### src/rtl/serial_alu_seq_if.sv
// Command/result handshake bundle for serial_alu_seq.
// The carry/zero flag wires exist only when SERIAL_ALU_FLAGS_EN is defined.
interface serial_alu_seq_if #(
  parameter int WIDTH = 8
);
  logic             in_valid;
  logic             in_ready;
  logic [2:0]       s;
  logic [WIDTH-1:0] a;
  logic [WIDTH-1:0] b;
  logic             out_valid;
  logic             out_ready;
  logic [WIDTH-1:0] result;
`ifdef SERIAL_ALU_FLAGS_EN
  logic             carry;
  logic             zero;

  modport master (
    output in_valid, s, a, b, out_ready,
    input  in_ready, out_valid, result, carry, zero
  );
  modport slave (
    input  in_valid, s, a, b, out_ready,
    output in_ready, out_valid, result, carry, zero
  );
`else
  modport master (
    output in_valid, s, a, b, out_ready,
    input  in_ready, out_valid, result
  );
  modport slave (
    input  in_valid, s, a, b, out_ready,
    output in_ready, out_valid, result
  );
`endif
endinterface

### src/rtl/serial_alu_seq.sv
// Bit-serial ALU: one result bit per clock, LSB first, with a valid/ready command/result handshake.
// Optional carry/zero flag outputs are built when SERIAL_ALU_FLAGS_EN is defined.
module serial_alu_seq #(
  parameter int WIDTH = 8
) (
  input  logic                 clk,
  input  logic                 rst_n,
  serial_alu_seq_if.slave      bus,
  output logic [1:0]           o_dbg_state
);
  // Handshake: a transfer happens on a rising edge where valid && ready.
  // in_ready is high only in IDLE and out_valid only in DONE, so the
  // result must be consumed before the next command can be accepted.

  typedef enum logic [1:0] {
    IDLE  = 2'd0,
    SHIFT = 2'd1,
    DONE  = 2'd2
  } state_t;

  localparam int CW = $clog2(WIDTH + 1);

  state_t           r_state;
  state_t           w_next;
  logic [CW-1:0]    r_cnt;
  logic [WIDTH-1:0] r_a;
  logic [WIDTH-1:0] r_b;
  logic [WIDTH-1:0] r_acc;
  logic [WIDTH-1:0] r_result;
  logic [2:0]       r_s;
  logic             r_carry;
  logic             w_accept;
  logic             w_last;
  logic             w_bit;
  logic             w_sum;
  logic             w_cout;

  always_ff @(posedge clk) begin
    if (!rst_n) r_state <= IDLE;
    else        r_state <= w_next;
  end

  always_comb begin
    w_next        = r_state;
    w_accept      = 1'b0;
    w_last        = 1'b0;
    bus.in_ready  = 1'b0;
    bus.out_valid = 1'b0;
    case (r_state)
      IDLE: begin
        bus.in_ready = 1'b1;
        if (bus.in_valid) begin
          w_accept = 1'b1;
          w_next   = SHIFT;
        end
      end
      SHIFT: begin
        // WIDTH bit cycles, then one cycle to publish the accumulated word.
        if (r_cnt == CW'(WIDTH)) begin
          w_last = 1'b1;
          w_next = DONE;
        end
      end
      DONE: begin
        bus.out_valid = 1'b1;
        if (bus.out_ready) w_next = IDLE;
      end
      default: w_next = IDLE;
    endcase
  end

  // r_b holds the already-conditioned B operand, so every arithmetic op is A + B + cin.
  always_comb begin
    w_sum  = r_a[0] ^ r_b[0] ^ r_carry;
    w_cout = (r_a[0] & r_b[0]) | (r_carry & (r_a[0] ^ r_b[0]));
    case (r_s)
      3'b100:  w_bit = r_a[0] & r_b[0];
      3'b101:  w_bit = r_a[0] | r_b[0];
      3'b110:  w_bit = ~r_a[0];
      3'b111:  w_bit = r_a[0];
      default: w_bit = w_sum;
    endcase
  end

`ifdef SERIAL_ALU_FLAGS_EN
  logic r_flag_c;
  logic r_flag_z;
`endif

  always_ff @(posedge clk) begin
    if (!rst_n) begin
      r_cnt    <= '0;
      r_a      <= '0;
      r_b      <= '0;
      r_acc    <= '0;
      r_result <= '0;
      r_s      <= '0;
      r_carry  <= 1'b0;
`ifdef SERIAL_ALU_FLAGS_EN
      r_flag_c <= 1'b0;
      r_flag_z <= 1'b0;
`endif
    end else if (w_accept) begin
      r_a     <= bus.a;
      r_s     <= bus.s;
      r_cnt   <= '0;
      r_acc   <= '0;
      r_carry <= (bus.s == 3'b001) || (bus.s == 3'b010);
      case (bus.s)
        3'b001:  r_b <= ~bus.b;
        3'b010:  r_b <= '0;
        3'b011:  r_b <= '1;
        3'b110:  r_b <= '0;
        3'b111:  r_b <= '0;
        default: r_b <= bus.b;
      endcase
    end else if (r_state == SHIFT) begin
      if (!w_last) begin
        r_a     <= r_a >> 1;
        r_b     <= r_b >> 1;
        r_acc   <= {w_bit, r_acc[WIDTH-1:1]};
        r_carry <= r_s[2] ? 1'b0 : w_cout;
        r_cnt   <= r_cnt + 1'b1;
      end else begin
        r_result <= r_acc;
`ifdef SERIAL_ALU_FLAGS_EN
        r_flag_c <= r_carry;
        r_flag_z <= (r_acc == '0);
`endif
      end
    end
  end

  assign bus.result  = r_result;
  assign o_dbg_state = r_state;
`ifdef SERIAL_ALU_FLAGS_EN
  assign bus.carry   = r_flag_c;
  assign bus.zero    = r_flag_z;
`endif
endmodule
### src/flat_wrapper.sv
// flat-port wrapper written by rule: the top's interface ports become plain ports
module serial_alu_seq_flat 
#(
  parameter int WIDTH = 8
)
  (clk, rst_n, o_dbg_state, bus_in_valid, bus_s, bus_a, bus_b, bus_out_ready, bus_in_ready, bus_out_valid, bus_result);
  serial_alu_seq_if #(.WIDTH(WIDTH)) bus_i ();
  input  logic clk;
  input  logic rst_n;
  output logic [1:0] o_dbg_state;
  input wire logic [$bits(bus_i.in_valid)-1:0] bus_in_valid;
  input wire logic [$bits(bus_i.s)-1:0] bus_s;
  input wire logic [$bits(bus_i.a)-1:0] bus_a;
  input wire logic [$bits(bus_i.b)-1:0] bus_b;
  input wire logic [$bits(bus_i.out_ready)-1:0] bus_out_ready;
  output wire logic [$bits(bus_i.in_ready)-1:0] bus_in_ready;
  output wire logic [$bits(bus_i.out_valid)-1:0] bus_out_valid;
  output wire logic [$bits(bus_i.result)-1:0] bus_result;
  assign bus_i.in_valid = bus_in_valid;
  assign bus_i.s = bus_s;
  assign bus_i.a = bus_a;
  assign bus_i.b = bus_b;
  assign bus_i.out_ready = bus_out_ready;
  assign bus_in_ready = bus_i.in_ready;
  assign bus_out_valid = bus_i.out_valid;
  assign bus_result = bus_i.result;
  serial_alu_seq #(.WIDTH(WIDTH)) u_core (.clk(clk), .rst_n(rst_n), .bus(bus_i), .o_dbg_state(o_dbg_state));
endmodule
### config.mk
export PLATFORM = sky130hd
export DESIGN_NAME = serial_alu_seq_flat
export DESIGN_NICKNAME = d
export VERILOG_FILES = /design/src/rtl/serial_alu_seq_if.sv /design/src/rtl/serial_alu_seq.sv /design/src/flat_wrapper.sv
export SDC_FILE = /design/constraint.sdc
export NUM_CORES = 1
export LEC_CHECK = 0
export BUFFER_PORTS_ARGS = -buffer_cell sky130_fd_sc_hd__clkbuf_2
export CORE_ASPECT_RATIO = 1.4
export CORE_UTILIZATION = 59
export CTS_CLUSTER_DIAMETER = 200
export DETAILED_ROUTE_END_ITERATION = 7
export PLACE_DENSITY = 0.84
export SLEW_MARGIN = 10
export SYNTH_ARGS = -nofsm -noshare
export SYNTH_HDL_FRONTEND = slang
export SYNTH_SLANG_ARGS = --single-unit
### constraint.sdc
create_clock -name clk -period 2.47 [get_ports clk]
set_input_delay 0.3705 -clock clk [delete_from_list [all_inputs] [get_ports clk]]
set_output_delay 0.3705 -clock clk [all_outputs]
set_load 0.02 [all_outputs]
==> results of run 1 <==
layout make-up:
type | instances | area share [%]
Tap cell | 39 | 2.196
Sequential cell | 42 | 37.84
Multi-Input combinational cell | 174 | 45.66
Inverter | 4 | 0.6757
Clock buffer | 8 | 4.955
Timing Repair Buffer | 37 | 8.671
power by group:
group / internal (µW) / total [µW] / leakage, µW / switching [µW]
Combinational: 71.9 / 165 / 0.000453 / 93.1
Clock: 282 / 511 / 0.0000575 / 229
Sequential: 707 / 730 / 0.000343 / 22.8
kinds of logic after synthesis:
logic type                 synth area share, %
muxes                                   0.5158
DFF                                      43.33
buffers and inverters                    4.384
xor gates and xnor gates                 5.416
adders and majority gates                3.611
AOI/OAI and AO/OA                        19.67
and+or+nand+nor                          23.08
state kept, by name, summed over array words and instances, names as in the netlist:
register            flops
u_core.r_acc            8
u_core.r_b              8
u_core.bus.result       8
u_core.r_a              8
u_core.r_carry          1
u_core.o_dbg_state      2
u_core.r_cnt            4
u_core.r_s              3
layer usage:
metal  vias to the layer above  routed length [µm]  share of wire, %
li1                        836                   -                 -
met1                       720                1493                42
met2                        31                1876                53
met3                         7                 114               3.2
met4                         0                  59               1.7
met5                         -                   0                 0
stage by stage:
stage	instances	setup slack, ns	total power, µW	hold slack, ns	util, %
finish	304	0.7337	1406	0.2976	71.15
global route	304	0.6105	1464	0.3190	71.15
CTS	304	0.7391	1415	0.2967	71.15
detailed placement	296	0.7497	909.5	0.4440	67.63
global placement	296	0.8311	904.4	0.4396	67.63
floorplan	234	0.8986	865.5	0.4304	-
path summary, 6_finish.rpt:
| path | startpoint | end | slack, ns | cells after the start |
|---|---|---|---|---|
| setup / recovery | u_core.r_cnt[0] | u_core.r_carry | 0.73 | 6 |
| hold / removal | bus_a[7] | u_core.r_a[7] | 0.30 | 3 |
| setup reg to reg | u_core.r_cnt[0] | u_core.r_carry | 0.73 | 6 |
| hold reg to reg | u_core.bus.result[7] | u_core.bus.result[7] | 0.45 | 2 |
layout by cell type, fill, tap and decap left out, drive strengths merged, types with 3 or more instances in the layout:
| cell type | netlist | routed |
|---|---|---|
| ha | 4 | 4 |
| dfxtp | 42 | 42 |
| inv | 4 | 4 |
| a21boi | 13 | 13 |
| nand3 | 6 | 6 |
| nand2 | 55 | 55 |
| a211oi | 3 | 3 |
| buf | 5 | 3 |
| nor2 | 11 | 11 |
| nand2b | 6 | 6 |
| nor2b | 9 | 9 |
| clkbuf | 9 | 42 |
| o22ai | 3 | 3 |
| a21oi | 23 | 23 |
| xnor2 | 10 | 10 |
| o21ai | 11 | 11 |
worst min-delay path: cells and delay by family:
kind / cells / cell delay (ns)
buffers and inverters: 1 / 0.08
and+or+nand+nor: 1 / 0.04
AOI/OAI and AO/OA: 1 / 0.06
==> metrics.md, run 1 <==
| Metric | Value |
|---|---|
| IO Count | 35 |
| CP endpoint kind | flop |
| Share of cells above drive strength 1 | 19.25% |
| Final min period | approximately 1.7 ns |
| Largest net degree at the start of global routing | 35 |
| Clock transition at path regs | around 0.08 ns |
| Clk_lat worst skew | about 0.29 ns |
| Syn_nets | between 200 and 300 |
| Top post-synthesis cells by count | nand2_1 (55), dfxtp_1 (42), a21oi_1 (23) |
| CP arrival | 1.96 ns |
| Post-synth EDFFs | 0 |
| Syn Inst Count | 234 |
| CP delay by family, top | compound AO/OA/AOI/OAI gates |
| Worst path bufs/invs | 1 |
| Hold Path Class | input pin to flop |
| Crit Path Class | flop to flop |
| Initial antenna violation count | 0 |
| Maxcap violations | 0 |
| Final max-slew violation count | 0 |
| Final Cycle Share | a little over two thirds |
| GR peak layer | met2 |
| Unique cell type count in the Yosys netlist | between 40 and 50 |
| TritonCTS buffer count | 5 |
| Setup Viol. Count Final | 0 |
| Power Density | around 630 nW/µm² |
| Met1 usage in global routing | between 20 and 25% |
| Detail Route Antenna Nets | 0 |
| Total core area | about 3100 µm² |
| Synthesized area per cell | ~8.3 µm² |
| Area leader, netlist | dfxtp_1 |
| Top post-synthesis cells by area | dfxtp_1 (43%), nand2_1 (11%), a21oi_1 (5.9%) |
| Main synth FF type | dfxtp_1 |
| Antenna cells | 0 |
| Global route total overflow | 0 |
| Vias | 1594 |
| Final #Nets | about 290 |
| DP Area | 2112 µm² |
| Cts repair resizes | 0 |
| Total Wirelength | around 3500 µm |
| Clk buf depth | 2 |
| Final Skew | 0.002774 ns |
| Final Cell Area | roughly 2200 µm² |
| Leak Pwr | roughly 0.00085 µW |
| Vias in the first global route | between 1000 and 1500 |
| Status | complete, no violations |
| Initial core utilization | 62.14% |
| Crit path cell chain | inv_1 -> ha_1 -> and3b_1 -> a211oi_4 -> o21ai_1 -> a31oi_1 |
| Avg WL per Cell | roughly 12 µm |
| Max Freq | between 0.5 and 0.6 GHz |
| RSZ-0062 raised after global routing | no |
| Fraction of registers with async set/reset | 0% |
| Post-Syn Area | slightly below 2000 µm² |
| YS warnings | 0 |
| Fin. Hold Viols | 0 |
| Max transition margin | 62.19% |
| Post-DP HPWL | ~2500 µm |
| Crit-path max FO | 10 |
| Number of vias per cell | around 5.2 |
| DRC | 0 |
| Met2 GRT Util | 41.93% |
| Layout fillers | approximately 270 |
| Overall routing resource usage | 22.48% |
| Tightest Pin Transition | 0.5672 ns |
| Multi-input combinational cell area | approximately 1000 µm² |
| H-tree depth | 2 |
| Sequential cell area fraction in the yosys report | between 40% and 50% |
| First-pass DRT Iterations | 4 |
| Setup crit start kind | flop |
| VDD IR-drop max | 0.6189 mV |
| Final RePlAce weighted congestion | approximately 0.84 |
| Critical-path top delay cell | a211oi_4 |
| Die ar. | between 3000 and 4000 µm² |
| Post-CTS setup buffers | 0 |
| Die X | just over 50 µm |
| Port Buffers | 34 |
| Row count | 24 |
| Yosys reg bits | between 40 and 50 |
| Count leader, synth | nand2_1 |
| Storage element area | 840.8 µm² |
| CTS Sinks | between 40 and 50 |
| # hold bufs at CTS | 0 |
| Post-synth top area share | between 40% and 50% |
| CP max stage delay | around 0.48 ns |
| TritonCTS clock tree | built |
| DRT iter0 DRCs | 50 |
| Root Buffer | clkbuf_8 |
| Die Span Y | approximately 70 µm |
| Setup tns final | 0 ns |
| Grt met3 use | between 5 and 6% |
| Area delta synth->final | 14.51% |
| WP data required | between 2 and 3 ns |
| First-pass GRT wire length | between 6000 and 7000 µm |
Power figures use the tool's default switching activity.
==> run 2: changes to the inputs <==
--- a/config.mk
+++ b/config.mk
@@ -7,10 +7,10 @@
 export LEC_CHECK = 0
 export BUFFER_PORTS_ARGS = -buffer_cell sky130_fd_sc_hd__clkbuf_2
 export CORE_ASPECT_RATIO = 1.4
-export CORE_UTILIZATION = 59
+export CORE_UTILIZATION = 54
 export CTS_CLUSTER_DIAMETER = 200
 export DETAILED_ROUTE_END_ITERATION = 7
-export PLACE_DENSITY = 0.84
+export PLACE_DENSITY = 0.78
 export SLEW_MARGIN = 10
 export SYNTH_ARGS = -nofsm -noshare
 export SYNTH_HDL_FRONTEND = slang
==> constraint.sdc (replaced) <==
create_clock -name clk -period 1.8 [get_ports clk]
set_input_delay 0.27 -clock clk [delete_from_list [all_inputs] [get_ports clk]]
set_output_delay 0.27 -clock clk [all_outputs]
set_load 0.02 [all_outputs]
==> metrics.md, run 2 (synthesized netlist as in run 1, its figures left out) <==
| Metric | Value |
|---|---|
| VDD IR-drop max | 0.5888 mV (-4.9%) |
| Storage element area | 840.8 µm² (unchanged) |
| Port Buffers | 34 (unchanged) |
| Final WS setup | 0.1724 ns (-0.5614 ns) |
| Clk buf depth | 2 (unchanged) |
| CTS Sinks | 42 (unchanged) |
| Setup tns final | 0 ns (unchanged) |
| Initial core utilization | 56.92% (-5.2 points) |
| Combinational power share | 12.8% (+1.1 points) |
| Max transition margin | 69.62% (+7.4 points) |
| Commonest cells after routing, fill and taps aside | nand2_1 (55), dfxtp_1 (42), clkbuf_2 (34) |
| Final Skew | 0.007814 ns (+0.005039 ns) |
| Total Power | 1855 µW (+32%) |
| RSZ-0062 raised after global routing | no |
| Clk_lat worst skew | 0.29 ns (about the same) |
| GR peak layer | met2 |
| Die ar. | 3841 µm² (+8.9%) |
| DRC | 0 (unchanged) |
| Status | complete, no violations |
| Most common cell after layout, fill and taps aside | nand2_1 |
| Tightest Pin Transition | 0.4557 ns (-0.1115 ns) |
| DRT iter0 DRCs | 30 (-40%) |
| First-pass GRT wire length | 6430 µm (+5.5%) |
| Global route total overflow | 0 (unchanged) |
| Switching part of the total power | 25.27% (+0.73 points) |
| Post-DP HPWL | 2617 µm (+6.4%) |
| Final Cell Area | 2242 µm² (+0.90%) |
| H-tree depth | 2 (unchanged) |
| Die X | 52.67 µm (+4.3%) |
| TritonCTS buffer count | 5 (unchanged) |
| Avg WL per Cell | 11.71 µm (+0.44%) |
| Final #Nets | 297 (+1.7%) |
| Largest net degree at the start of global routing | 27 (-23%) |
| Clock transition at path regs | 0.08 ns (about the same) |
| Overall routing resource usage | 22.26% (-0.22 points) |
| P_sw | 468.9 µW (+36%) |
| # hold bufs at CTS | 0 (unchanged) |
| Power Density | 827.5 nW/µm² (+31%) |
| Internal power consumption | 1386 µW (+31%) |
| IO Count | 35 (unchanged) |
| Layout fillers | 300 (+10%) |
| Cts repair resizes | 0 (unchanged) |
| Multi-input combinational cell area | 1015 µm² (unchanged) |
| Hold Path Class | input pin to flop |
| CP arrival | 1.83 ns (-0.13 ns) |
| Post-CTS setup buffers | 0 (unchanged) |
| Die Span Y | 72.93 µm (+4.4%) |
| Final max-slew violation count | 0 (unchanged) |
| Row count | 25 (+4.2%) |
| Crit Path Class | flop to flop |
| Final min period | 1.628 ns (-0.1086 ns) |
| Setup crit start kind | flop |
| Sequential power share | 53.9% (+2.0 points) |
| DP Area | 2143 µm² (+1.5%) |
| Vias | 1622 (+1.8%) |
| Root Buffer | clkbuf_8 |
| Number of vias per cell | 5.232 (-0.21%) |
| Initial antenna violation count | 0 (unchanged) |
| Setup Viol. Count Final | 0 (unchanged) |
| Final Cycle Share | 90.43% (+20 points) |
| Total core area | 3410 µm² (+9.2%) |
| TritonCTS clock tree | built |
| Leak Pwr | 0.0008685 µW (+1.8%) |
| Grt met3 use | 5.208% (-0.020 points) |
| Area delta synth->final | 15.54% |
| Met2 GRT Util | 38.12% (-3.8 points) |
| Share of cells above drive strength 1 | 20.37% (+1.1 points) |
| Pre-CTS setup slack | 0.06164 ns (-0.6881 ns) |
| Total Wirelength | 3629 µm (+2.4%) |
| Clk network pwr share | 33.3% (-3.1 points) |
| Final RePlAce weighted congestion | 0.8350 (-0.22%) |
| CP endpoint kind | flop |
| Crit-path max FO | 8 (-2) |
| Vias in the first global route | 1450 (-1.6%) |
| Max Freq | 0.6144 GHz (+6.7%) |
| First-pass DRT Iterations | 4 (unchanged) |
| Met1 usage in global routing | 25.49% (+2.4 points) |
| Detail Route Antenna Nets | 0 (unchanged) |
| WP data required | 2.00 ns (-0.69 ns) |
| Fin. Hold Viols | 0 (unchanged) |
| Antenna cells | 0 (unchanged) |
| Maxcap violations | 0 (unchanged) |
[run 2: final timing paths]
| check | slack [ns] | to | depth (start not counted) | startpoint |
|---|---|---|---|---|
| worst max register to register | 0.17 | u_core.r_acc[7] | 7 | u_core.r_cnt[0] |
| worst min register to register | 0.45 | u_core.r_a[3] | 2 | u_core.r_a[3] |
| worst min-delay path | 0.20 | u_core.r_a[7] | 3 | bus_a[7] |
| worst max-delay path | 0.17 | u_core.r_acc[7] | 7 | u_core.r_cnt[0] |
[run 2: stage by stage]
stage | hold WS [ns] | std cells | utilization [%]
after detailed placement | 0.4431 | 301 | 62.86
after global routing | 0.2321 | 310 | 65.76
final | 0.2037 | 310 | 65.76
after CTS | 0.2033 | 309 | 65.54
after floorplan | 0.4149 | 234 | -
after global placement | 0.4391 | 301 | 62.86
[run 2: final cells by class]
class | count | area share, %
Clock inverter | 1 | 0.2232
Clock buffer | 7 | 3.850
Inverter | 4 | 0.6696
Timing Repair Buffer | 42 | 10.27
Tap cell | 40 | 2.232
Sequential cell | 42 | 37.50
Multi-Input combinational cell | 174 | 45.26
[run 2: power by group through the flow]
stage / clock network, µW / logic [µW] / registers [µW]
final: 618 / 237 / 1000
after global routing: 673 / 271 / 1010
after CTS: 635 / 238 / 1000
after detailed placement: 0 / 236 / 1020
after global placement: 0 / 231 / 1020
after floorplan: 0 / 171 / 1020
[run 2: worst max-delay path, stage by stage, from the launching register on]
cell	delay [ns]
dfxtp_1	0.40
inv_1	0.06
ha_1	0.20
and3b_1	0.25
nor2_4	0.22
buf_4	0.19
nor2_1	0.05
a211oi_1	0.17
[run 2: metal layers]
metal	routed length (µm)	part of all wire (%)	up-vias
li1	-	-	851
met1	1546	43	728
met2	1885	52	35
met3	116	3.2	8
met4	80	2.2	0
met5	0	0	-
==> run 3: changes to the inputs <==
--- a/config.mk
+++ b/config.mk
@@ -10,7 +10,7 @@
 export CORE_UTILIZATION = 54
 export CTS_CLUSTER_DIAMETER = 200
 export DETAILED_ROUTE_END_ITERATION = 7
-export PLACE_DENSITY = 0.78
+export PLACE_DENSITY = 0.74
 export SLEW_MARGIN = 10
 export SYNTH_ARGS = -nofsm -noshare
 export SYNTH_HDL_FRONTEND = slang
==> metrics.md, run 3 (synthesized netlist as in run 1, its figures left out) <==
| Metric | Value |
|---|---|
| Status | complete, no violations |
| Setup crit start kind | flop |
| Initial core utilization | 56.92% (unchanged) |
| First-pass DRT Iterations | 4 (unchanged) |
| Die Span Y | 72.93 µm (unchanged) |
| Setup Viol. Count Final | 0 (unchanged) |
| Final Skew | 0.009890 ns (+0.002076 ns) |
| Reg2Reg Setup Slack | 0.15 ns (-0.02 ns) |
| Clk network pwr share | 33.3% (about the same) |
| VDD IR-drop max | 0.7320 mV (+24%) |
| CP endpoint kind | flop |
| Critical-path top delay cell | dfxtp_1 |
| Number of vias per cell | 5.212 (-0.38%) |
| Final #Nets | 298 (+0.34%) |
| Crit path cell chain | inv_1 -> ha_1 -> and3b_1 -> a211oi_4 -> buf_12 -> nor2_2 -> a211oi_2 |
| Vias | 1621 (-0.062%) |
| Antenna cells | 0 (unchanged) |
| Max transition margin | 71.26% (+1.6 points) |
| Global route total overflow | 0 (unchanged) |
| Terminus of the critical flop-to-flop path | u_core.r_b[6] |
| Final max-slew violation count | 0 (unchanged) |
| # hold bufs at CTS | 0 (unchanged) |
| P_sw | 483.7 µW (+3.1%) |
| Pre-CTS setup slack | 0.05713 ns (-0.004510 ns) |
| Die X | 52.67 µm (unchanged) |
| DRC | 0 (unchanged) |
| Die ar. | 3841 µm² (unchanged) |
| Vias in the first global route | 1432 (-1.2%) |
| Crit-path max FO | 10 (+2) |
| Clk buf depth | 2 (unchanged) |
| Most common cell after layout, fill and taps aside | nand2_1 |
| Share of cells above drive strength 1 | 21.03% (+0.66 points) |
| Overall routing resource usage | 21.73% (-0.53 points) |
| DRT iter0 DRCs | 36 (+20%) |
| Layout fillers | 319 (+6.3%) |
| Initial antenna violation count | 0 (unchanged) |
| Area delta synth->final | 17.41% |
| Tightest Pin Transition | 0.4306 ns (-0.02510 ns) |
| Final Cycle Share | 91.64% (+1.2 points) |
| CP arrival | 1.88 ns (+0.05 ns) |
| Worst hold path endpoint | u_core.r_a[7] |
| RSZ-0062 raised after global routing | no |
| IO Count | 35 (unchanged) |
| Hold Path Class | input pin to flop |
| Total Wirelength | 3816 µm (+5.2%) |
| Clock transition at path regs | 0.08 ns (about the same) |
| Final WS setup | 0.1506 ns (-0.02179 ns) |
| Post-DP HPWL | 2686 µm (+2.6%) |
| Maxcap violations | 0 (unchanged) |
| CTS Sinks | 42 (unchanged) |
| Detail Route Antenna Nets | 0 (unchanged) |
| WP data required | 2.03 ns (+0.03 ns) |
| Largest net degree at the start of global routing | 26 (-3.7%) |
| Row count | 25 (unchanged) |
| Fin util | 66.83% (+1.1 points) |
| Fin. Hold Viols | 0 (unchanged) |
| Crit Path Class | flop to flop |
| TritonCTS clock tree | built |
| Leak Pwr | 0.0008812 µW (+1.5%) |
| CP max stage delay | 0.41 ns (about the same) |
| Power Density | 824.7 nW/µm² (-0.34%) |
| Setup tns final | 0 ns (unchanged) |
| Clk_lat worst skew | 0.30 ns (about the same) |
| Worst r2r src | u_core.r_cnt[0] |
| Final min period | 1.649 ns (+0.02179 ns) |
| Hold_sp | bus_a[7] |
| H-tree depth | 2 (unchanged) |
| Hold-critical path depth | 3 (unchanged) |
| Total core area | 3410 µm² (unchanged) |
| Sequential power share | 53.3% (-0.6 points) |
| TritonCTS buffer count | 5 (unchanged) |
| Commonest cells after routing, fill and taps aside | nand2_1 (55), dfxtp_1 (42), clkbuf_2 (34) |
| Combinational power share | 13.4% (+0.6 points) |
| Internal power consumption | 1395 µW (+0.64%) |
| Port Buffers | 34 (unchanged) |
| Root Buffer | clkbuf_8 |
| First-pass GRT wire length | 6182 µm (-3.9%) |
| Final RePlAce weighted congestion | 0.7916 (-5.2%) |
| Avg WL per Cell | 12.27 µm (+4.8%) |
| R2r worst-path depth | 7 (unchanged) |
| Max Freq | 0.6063 GHz (-1.3%) |
| Switching part of the total power | 25.74% (+0.47 points) |
run 3: cell count changes in the layout (fill, tap and decap cells not counted), sizes merged:
cell      delta
clkbuf       -1
buf          +1
clkinvlp     +1
run 3: worst max-delay path: cells and delay by family, from the launching register on:
family | cells | cell delay, ns
compound gates | 2 | 0.44
fa+ha+maj | 1 | 0.21
buf+inv | 2 | 0.24
flops | 1 | 0.41
simple gates | 2 | 0.29
run 3: power by group through the flow:
stage	registers [µW]	logic [µW]	clock network, µW
3_5_place_dp	1020	244	0
5_1_grt	1010	282	684
2_1_floorplan	1020	171	0
3_3_place_gp	1020	239	0
6_report	1000	251	626
4_1_cts	1000	246	643
run 3: per-stage QoR:
step | instances | hold WS (ns) | instance area, µm² | total power, µW
2_1_floorplan | 234 | 0.4149 | 1941 | 1188
3_3_place_gp | 302 | 0.4394 | 2163 | 1260
3_5_place_dp | 302 | 0.4425 | 2163 | 1267
4_1_cts | 310 | 0.1939 | 2258 | 1890
5_1_grt | 311 | 0.2000 | 2278 | 1972
6_report | 311 | 0.2015 | 2278 | 1879
run 3: repair_timing:
action / 4_1_cts / 5_1_grt
endpoints found under the setup margin: 0 / 8
endpoints found under the hold margin: 0 / 0
gates resized for setup: 0 / 0
setup buffers: 0 / 1
run 3: final cells by class:
cell class / instances / area [µm²] / area share [%]
sequential: 42 / 840.8 / 36.90
clock inverter: 2 / 12.51 / 0.5491
inverter: 4 / 15.01 / 0.6590
multi-input combinational: 174 / 1015 / 44.54
timing repair buffer: 43 / 262.8 / 11.53
tap: 40 / 50.05 / 2.197
clock buffer: 6 / 82.58 / 3.624
run 3: routing by layer:
layer | share of wire [%] | wire length, µm | track usage [%]
met1 | 43 | 1629 | 24.64
met2 | 53 | 2016 | 37.27
met3 | 2.7 | 103 | 5.625
met4 | 1.7 | 66 | 9.649
met5 | 0 | 0 | 0
run 3: worst max-delay path by stage:
stage,start,to,slack (ns),cells after the start
floorplan,u_core.r_cnt[0],u_core.r_b[6],0.23,7
global placement,u_core.r_cnt[0],u_core.r_b[6],0.14,6
detailed placement,u_core.r_cnt[0],u_core.r_b[0],0.06,6
CTS,u_core.r_cnt[0],u_core.r_b[0],0.03,6
global route,u_core.r_cnt[0],u_core.r_b[6],0.07,7
finish,u_core.r_cnt[0],u_core.r_b[6],0.15,7
